===== src/rtl/program_sequencer_pkg.sv =====
// Shared definitions for the program sequencer.
//
// Holds the instruction word width, the opcode constants, the sequencer state
// encoding and small helpers that decode an instruction word.
package program_sequencer_pkg;

    // Instruction / immediate word width and opcode field layout.
    localparam int unsigned WORD_W = 9;
    localparam int unsigned OP_W   = 3;

    // Opcodes, taken from word[8:6].
    localparam logic [OP_W-1:0] OP_MV   = 3'b001;
    localparam logic [OP_W-1:0] OP_MVI  = 3'b010;
    localparam logic [OP_W-1:0] OP_ADD  = 3'b011;
    localparam logic [OP_W-1:0] OP_SUB  = 3'b100;
    localparam logic [OP_W-1:0] OP_HALT = 3'b111;

    // Sequencer states.
    typedef enum logic [2:0] {
        StIdle,
        StFetch,
        StFetchImm,
        StIssue,
        StIssueImm,
        StWaitDone,
        StHalt
    } state_e;

    // Opcode field of an instruction word.
    function automatic logic [OP_W-1:0] opcode_of(input logic [WORD_W-1:0] word);
        return word[WORD_W-1:WORD_W-OP_W];
    endfunction

    // True for opcodes that are handed to the processor; everything except
    // these and halt is a no-op that the sequencer skips.
    function automatic logic is_issued(input logic [OP_W-1:0] op);
        return (op == OP_MV) || (op == OP_MVI) || (op == OP_ADD) || (op == OP_SUB);
    endfunction

endpackage


===== src/rtl/program_sequencer.sv =====
// Program sequencer: walks a program held in a synchronous ROM and feeds each
// instruction (plus the immediate word for mvi) to a processor control unit,
// waiting for the processor's done strobe between instructions.
//
// Ports
//   clock        single clock, all state on the rising edge
//   reset        asynchronous, active-high reset
//   start        one-cycle pulse, (re)starts execution at address 0 from IDLE/HALT
//   rom_addr     ROM read address (current pc)
//   rom_data     ROM word, valid one cycle after rom_addr
//   run          one-cycle instruction-issue strobe
//   din          instruction / immediate word to the processor DIN bus
//   done         processor completion strobe, honoured only while waiting for it
//   busy         high in every state except IDLE and HALT
//   halted       high in HALT
//   error        sticky timeout flag, cleared by reset or start
//   instr_count  instructions completed since the last start, saturating
module program_sequencer
    import program_sequencer_pkg::*;
#(
    parameter int unsigned ADDR_W  = 7,
    parameter int unsigned TIMEOUT = 255
) (
    input  logic              clock,
    input  logic              reset,
    input  logic              start,
    output logic [ADDR_W-1:0] rom_addr,
    input  logic [WORD_W-1:0] rom_data,
    output logic              run,
    output logic [WORD_W-1:0] din,
    input  logic              done,
    output logic              busy,
    output logic              halted,
    output logic              error,
    output logic [15:0]       instr_count
);

    // The wait counter only has to reach TIMEOUT-1.
    localparam int unsigned     CntW        = (TIMEOUT > 1) ? $clog2(TIMEOUT) : 1;
    localparam logic [CntW-1:0] TimeoutLast = CntW'(TIMEOUT - 1);

    state_e              state_q, state_d;
    // Second cycle of a ROM read: rom_data now holds the word at pc.
    logic                phase_q, phase_d;
    logic [ADDR_W-1:0]   pc_q, pc_d;
    logic [WORD_W-1:0]   ir_q, ir_d;
    logic [WORD_W-1:0]   imm_q, imm_d;
    // Last word put on din; din keeps it while waiting for done.
    logic [WORD_W-1:0]   last_q, last_d;
    logic [CntW-1:0]     wait_q, wait_d;
    logic                error_q, error_d;
    logic [15:0]         count_q, count_d;

    always_ff @(posedge clock or posedge reset) begin
        if (reset) begin
            state_q <= StIdle;
            phase_q <= 1'b0;
            pc_q    <= '0;
            ir_q    <= '0;
            imm_q   <= '0;
            last_q  <= '0;
            wait_q  <= '0;
            error_q <= 1'b0;
            count_q <= '0;
        end else begin
            state_q <= state_d;
            phase_q <= phase_d;
            pc_q    <= pc_d;
            ir_q    <= ir_d;
            imm_q   <= imm_d;
            last_q  <= last_d;
            wait_q  <= wait_d;
            error_q <= error_d;
            count_q <= count_d;
        end
    end

    always_comb begin
        state_d = state_q;
        phase_d = phase_q;
        pc_d    = pc_q;
        ir_d    = ir_q;
        imm_d   = imm_q;
        last_d  = last_q;
        wait_d  = wait_q;
        error_d = error_q;
        count_d = count_q;
        run     = 1'b0;
        din     = last_q;

        unique case (state_q)
            StIdle, StHalt: begin
                din = '0;
                if (start) begin
                    state_d = StFetch;
                    phase_d = 1'b0;
                    pc_d    = '0;
                    last_d  = '0;
                    error_d = 1'b0;
                    count_d = '0;
                end
            end

            StFetch: begin
                if (!phase_q) begin
                    phase_d = 1'b1;
                end else begin
                    phase_d = 1'b0;
                    ir_d    = rom_data;
                    pc_d    = pc_q + ADDR_W'(1);
                    if (opcode_of(rom_data) == OP_HALT) begin
                        state_d = StHalt;
                    end else if (opcode_of(rom_data) == OP_MVI) begin
                        state_d = StFetchImm;
                    end else if (is_issued(opcode_of(rom_data))) begin
                        state_d = StIssue;
                    end else begin
                        // Undefined opcode: skip straight to the next word.
                        state_d = StFetch;
                    end
                end
            end

            StFetchImm: begin
                if (!phase_q) begin
                    phase_d = 1'b1;
                end else begin
                    phase_d = 1'b0;
                    imm_d   = rom_data;
                    pc_d    = pc_q + ADDR_W'(1);
                    state_d = StIssue;
                end
            end

            StIssue: begin
                run    = 1'b1;
                din    = ir_q;
                last_d = ir_q;
                wait_d = '0;
                if (opcode_of(ir_q) == OP_MVI) begin
                    state_d = StIssueImm;
                end else begin
                    state_d = StWaitDone;
                end
            end

            StIssueImm: begin
                din     = imm_q;
                last_d  = imm_q;
                wait_d  = '0;
                state_d = StWaitDone;
            end

            StWaitDone: begin
                if (done) begin
                    state_d = StFetch;
                    phase_d = 1'b0;
                    if (count_q != 16'hFFFF) begin
                        count_d = count_q + 16'd1;
                    end
                end else if (wait_q == TimeoutLast) begin
                    error_d = 1'b1;
                    state_d = StHalt;
                end else begin
                    wait_d = wait_q + CntW'(1);
                end
            end

            default: begin
                state_d = StIdle;
            end
        endcase
    end

    assign rom_addr    = pc_q;
    assign busy        = (state_q != StIdle) && (state_q != StHalt);
    assign halted      = (state_q == StHalt);
    assign error       = error_q;
    assign instr_count = count_q;

endmodule


===== config.mk =====
export PLATFORM = sky130hd
export DESIGN_NAME = program_sequencer
export DESIGN_NICKNAME = d
export VERILOG_FILES = /design/src/rtl/program_sequencer_pkg.sv /design/src/rtl/program_sequencer.sv
export SDC_FILE = /design/constraint.sdc
export NUM_CORES = 1
export LEC_CHECK = 0
export CAP_MARGIN = 15
export CELL_PAD_IN_SITES_DETAIL_PLACEMENT = 1
export CELL_PAD_IN_SITES_GLOBAL_PLACEMENT = 2
export CORE_MARGIN = 1.5
export CORE_UTILIZATION = 34
export DETAILED_ROUTE_END_ITERATION = 8
export PLACE_DENSITY = 0.89
export SLEW_MARGIN = 30
export SYNTH_ARGS = -nofsm -noshare
export SYNTH_HDL_FRONTEND = slang
export SYNTH_SLANG_ARGS = --single-unit

===== constraint.sdc =====
create_clock -name clock -period 2.3 [get_ports clock]
set_input_delay 0.23 -clock clock [delete_from_list [all_inputs] [get_ports clock]]
set_output_delay 0.23 -clock clock [all_outputs]
set_load 0.02 [all_outputs]

=== Yosys cells after proc, flatten, opt, wreduce, memory -nomap -nowiden ===
Cells that the tools add are included.

* Output and inout port bits: 36
* Register bits: 63
* Input bits: 13
* Word-level logic and storage cells: 91

* Equality and inequality tests: 25
* Multiplexer cells: 31
* $add $sub $neg: 3
* Reduce and logical (&&, ||, !) cells: 23

{| class="wikitable"
|+ Operator list
! cell !! number
|-
| $pmux 9 s3 || 2
|-
| $mux 16 || 3
|-
| $pmux 16 s2 || 1
|-
| $mux 3 || 6
|-
| $pmux 3 s6 || 1
|-
| $add 16x1->16 const B || 1
|-
| $mux 8 || 2
|-
| $ne 16x16->1 const B || 1
|-
| $ne 2x2->1 const B || 8
|-
| $pmux 8 s2 || 1
|-
| $eq 3x2->1 const B || 5
|-
| $eq 3x3->1 const B || 5
|-
| $mux 7 || 2
|-
| $pmux 7 s2 || 1
|-
| $reduce_and 4->1 || 3
|-
| $mux 9 || 1
|-
| $reduce_and 3->1 || 3
|-
| $reduce_bool 3->1 || 3
|-
| $add 8x1->8 const B || 1
|-
| $eq 8x8->1 const B || 1
|-
| $add 7x1->7 const B || 1
|-
| $mux 1 || 7
|-
| $eq 3x1->1 const B || 2
|-
| $ne 3x3->1 const B || 2
|-
| other kinds (10) || 19
|}

=== Depth between registers and ports, before layout ===
Gate-level depths: netlist of the first run.

* Depth in word-level cells: 9
* Depth in mapped cells: 8
* Depth with buffers taken out: 7

=== Least setup slack after synthesis of the first run ===
OpenSTA, ideal clock, no wires.

* Path kind: register -> register
* From: register count_q[0], in the netlist instr_count[0]
* To: register count_q[4], in the netlist instr_count[4]
* Period minus slack after synthesis: 2.025 ns
* Data arrival time: 1.945 ns
* Buffers on the path: 0
* Setup slack: 0.275 ns
* Data required time: 2.220 ns
* Setup time: 0.080 ns
* Cell stages (with the launch flop): 7
* Path through: dfrtp_1 > ha_1 > nand4_1 > nor4_1 > nor2_1 > nand4_1 > mux2i_1

* Word-level cells in the longest chain between the ends: 4
* Elaborated cells between the ends (all ways): 7
* Classes of those cells: add/sub (1); eq/ne (2); mux (3); reduce/logical (1)

{| class="wikitable"
|+ RTL lines
! element !! RTL line !! source
|-
| from (decl) || program_sequencer.sv:52 || <nowiki>logic [15:0] count_q, count_d;</nowiki>
|-
| from (signal assigned) || program_sequencer.sv:74 || <nowiki>count_q <= count_d;</nowiki>
|-
| $add 16x1->16 || program_sequencer.sv:159 || <nowiki>count_d = count_q + 16'd1;</nowiki>
|-
| $mux 16 || program_sequencer.sv:158 || <nowiki>if (count_q != 16'hFFFF) begin</nowiki>
|-
| $mux 16 || program_sequencer.sv:155 || <nowiki>if (done) begin</nowiki>
|-
| $pmux 16 s2 || program_sequencer.sv:91 || <nowiki>unique case (state_q)</nowiki>
|}

Several ways; a longest one is shown, not always the timed one. The select of a mux whose other input is x is not followed.
A chain may end at the register's enable or synchronous reset.

=== Worst setup path in the final report of the first run ===
* From: register state_q[0]
* To: output busy

* Word-level cells in the longest chain between the ends: 2
* Elaborated cells between the ends (all ways): 3
* Classes of those cells: eq/ne (1); reduce/logical (2)

{| class="wikitable"
|+ RTL lines
! element !! RTL line !! source
|-
| from (decl) || program_sequencer.sv:42 || <nowiki>state_e state_q, state_d;</nowiki>
|-
| from (signal assigned) || program_sequencer.sv:56 || <nowiki>state_q <= StIdle;</nowiki>
|-
| from (signal assigned) || program_sequencer.sv:66 || <nowiki>state_q <= state_d;</nowiki>
|-
| $ne 3x3->1 / $reduce_bool 3->1 (equally long branches) || program_sequencer.sv:176 || <nowiki>assign busy = (state_q != StIdle) && (state_q != StHalt);</nowiki>
|-
| $logic_and 1x1->1 (*) || program_sequencer.sv:176 ||
|-
| to (decl) || program_sequencer.sv:32 || <nowiki>output logic busy,</nowiki>
|}

Every way passes the cells marked *; elsewhere a longest branch is shown, timed or not.

==> results of run 1 <==
-- worst register-to-register path: stages (launching register included) --
cell and delay (ps):
dfrtp_1 430, ha_1 280, nand4_1 260, nor4_1 440
buf_4 200, nor4_1 60, xnor2_1 160, nor2_1 70
-- stage by stage --
step / std cells / cell area [um^2] / hold WS (ps) / power (mW)
2_1_floorplan: 350 / 3370 / 382 / 3.21
3_3_place_gp: 539 / 4120 / 487 / 4.11
3_5_place_dp: 539 / 4120 / 496 / 4.21
4_1_cts: 555 / 4310 / 108 / 5.15
5_1_grt: 555 / 4320 / 128 / 5.47
6_report: 555 / 4320 / 121 / 5.10
-- cell families after synthesis --
logic type               count (synthesis)  synth area share [%]
flip-flops                              63                  46.8
adder cells (fa/ha/maj)                  4                  1.49
AND/OR/NAND/NOR                        137                  19.9
buffers and inverters                   34                  4.39
XOR/XNOR                                17                  4.42
AO/OA/AOI/OAI                           72                  15.4
multiplexers                            23                  7.51
-- how the worst max path moves through the flow --
stage,slack [ps],to,start
finish,130,busy,state_q[0]$_DFFE_PP0P_
global route,10,din[7],state_q[1]$_DFFE_PP0P_
CTS,70,halted,state_q[2]$_DFFE_PP0P_
detailed placement,90,rom_addr[5]$_DFFE_PP0P_,start
global placement,190,rom_addr[3]$_DFFE_PP0P_,start
floorplan,270,instr_count[4]$_DFFE_PP0P_,instr_count[0]$_DFFE_PP0P_
-- cell usage after synthesis, types with 3 or more instances --
master	instances	area [um^2]
nand3_1	15	75.1
a31oi_1	10	62.6
nand4_1	11	68.8
nor2b_1	4	25.0
xor2_1	5	43.8
a221oi_1	9	78.8
or2_2	3	18.8
o211ai_1	4	30.0
clkbuf_1	7	26.3
a222oi_1	10	100
inv_1	18	67.6
nor2_1	30	113
dfrtp_1	63	1580
mux2_2	18	203
and2_1	3	18.8
nor3_1	8	40.0
ha_1	4	50.1
nand2_1	39	146
xnor2_1	12	105
o21ai_0	14	70.1
mux2i_1	5	50.1
a21oi_1	11	55.1
buf_2	4	20.0
or3_1	7	43.8
nor4_1	6	37.5
o31ai_1	3	22.5
-- sequential cells by signal (all words and copies together) (netlist names) --
signal       count
phase_q          1
instr_count     16
rom_addr         7
last_q           9
imm_q            9
state_q          3
wait_q           8
ir_q             9
error            1
-- power by group --
group / total [mW] / switching, mW / internal (mW)
Sequential: 1.74 / 0.317 / 1.43
Combinational: 2.36 / 1.36 / 0.999
Clock: 0.992 / 0.469 / 0.524
-- layer usage --
metal,part of all wire [%],global-route usage (%)
met3,3.4,4.34
met1,46,25.5
met4,1.9,8.75
met2,49,32.0
met5,0,0
-- final cells by class --
type / instances / area share (%)
clock inverter: 6 / 1.39
clock buffer: 10 / 3.19
multi-input combinational: 253 / 38.2
sequential: 63 / 36.5
tap: 133 / 3.85
inverter: 19 / 1.65
timing repair buffer: 71 / 15.2
-- repair_timing --
item	4_1_cts	5_1_grt
resized for setup	10	2
hold buffers	0	0
endpoints found under the setup margin	9	2
==> results.md, run 1 <==
* Clock Path Buffers at 2
* Drt first pass iters at 5
* Vias in the first global route at 3197
* All-Layer GR Usage at 19.8%
* Die area at approximately 11000 um^2
* Worst path max stage delay at 530 ps
* Crit path DAT at 1940 ps
* Clk Latency, worst-skew pair at 350 ps
* RSZ-0062 raised after global routing: false
* Crit Path Max Fanout at 12
* Top delay family on crit path: buffers and inverters
* Seq. cell area at 1580 um^2
* Slew margin rel. at about 44%
* Commonest non-fill, non-tap cells in the layout: 63 x dfrtp_1, 39 x nand2_1, 38 x clkdlybuf4s50_1
* Startpoint types: register
* # diodes at 0
* Syn. warnings at 0
* Synthesized area per cell at 9.62 um^2
* Initial antenna violation count at 0
* # Post-CTS Setup Buffers at 0
* Core Util, Final at 44.6%
* Residual DRC at 0
* Fin Setup TNS at 0 ps
* GRT overflow at 0
* Synthesized instance count at 350
* I/O pins at 49
* Cell variety after synth at 49
* Starting Density at 34.8%
* Worst Path Class, Setup: register to output port
* Clk root buf: clkbuf_8
* Clock sinks at 63
* Final Max Slew Viols at 0
* Worst-path clk slew at 70 ps
* Setup violators final at 0
* First-pass GRT wire length at 15.9 mm
* Die Height at 102 um
* DR vias/cell at between 5 and 6
* Status: complete, no violations
* Worst Hold Class: input port to async pin
* CP cell instances: buf_4 > nor3_1 > buf_4 > inv_1 > clkdlybuf4s50_1
* Leakage power at between 1.5 and 2 nW
* GP Congestion at between 0.7 and 0.8
* Tcrit/Tclk final at 94.4%
* Worst R2R Setup Slack at 290 ps
* # H-tree levels at 3
* Layout net count at 434
* PwrDens at roughly 1200 nW/um^2
* Core area at approximately 9700 um^2
* Clock Skews at 6.96 ps
* Antenna Nets Post-Route at 0
* RR Startpoint: instr_count[0]$_DFFE_PP0P_
* Number of cell rows at 36
* Reg2reg end: instr_count[6]$_DFFE_PP0P_
* Post-synth top flop: dfrtp_1
* Critical-path top delay cell: clkdlybuf4s50_1
* #FFs+latches synth at between 60 and 70
* Fin. Hold Viols at 0
* Max-cap check violation count at 0
* Die X at 102 um
* Initial drt markers at about 150
* Most common cell after layout, fill and taps aside: dfrtp_1
* Number of synthesized flops with an enable pin at 0
* Vias at between 2000 and 3000
* Worst-margin pin slew at around 840 ps
* Avg WL per Cell at 17.1 um
* Fmax at 460 MHz
* Final Worst Setup Slack at around 130 ps
* Buf/Inv on CP at 4
* Worst-case reg-to-reg path depth at 7
* Largest net degree at the start of global routing at 56
* Setup Slack @ Placement at 89.0 ps
* PortBufs at 48
* Routed WL at 9.50 mm
* Final min period at 2170 ps
* Mapped Area at ~3400 um^2
* Multi-input combinational cell area at 1650 um^2
* Synth Net Count at about 370
* Worst path required time at 2070 ps
* # fillers at 1115
* Levels on crit path at 5
* Critical Path Sink Type: output port
* Cts bufs inserted at 9
* Cell mode on critical path: buf_4
* Share of layout cells above drive strength 1 at 16.1%
* Ys async rst share at 100%
* Area grow syn2layout at 28.3%
* Peak VDD IR at 0.000620 V
* Sequential area share after synthesis at 46.8%
* CTS tree: built
* Hpwl dp at 6.58 mm
Power figures use the tool's default switching activity.
==> inputs of run 2 (changes only) <==
ABC_AREA = 0   (was unset)
ABC_CLOCK_PERIOD_IN_PS = 2300   (was unset)
==> results of run 2 <==
The final DEF is identical to that of run 1; final timing and power are the same.
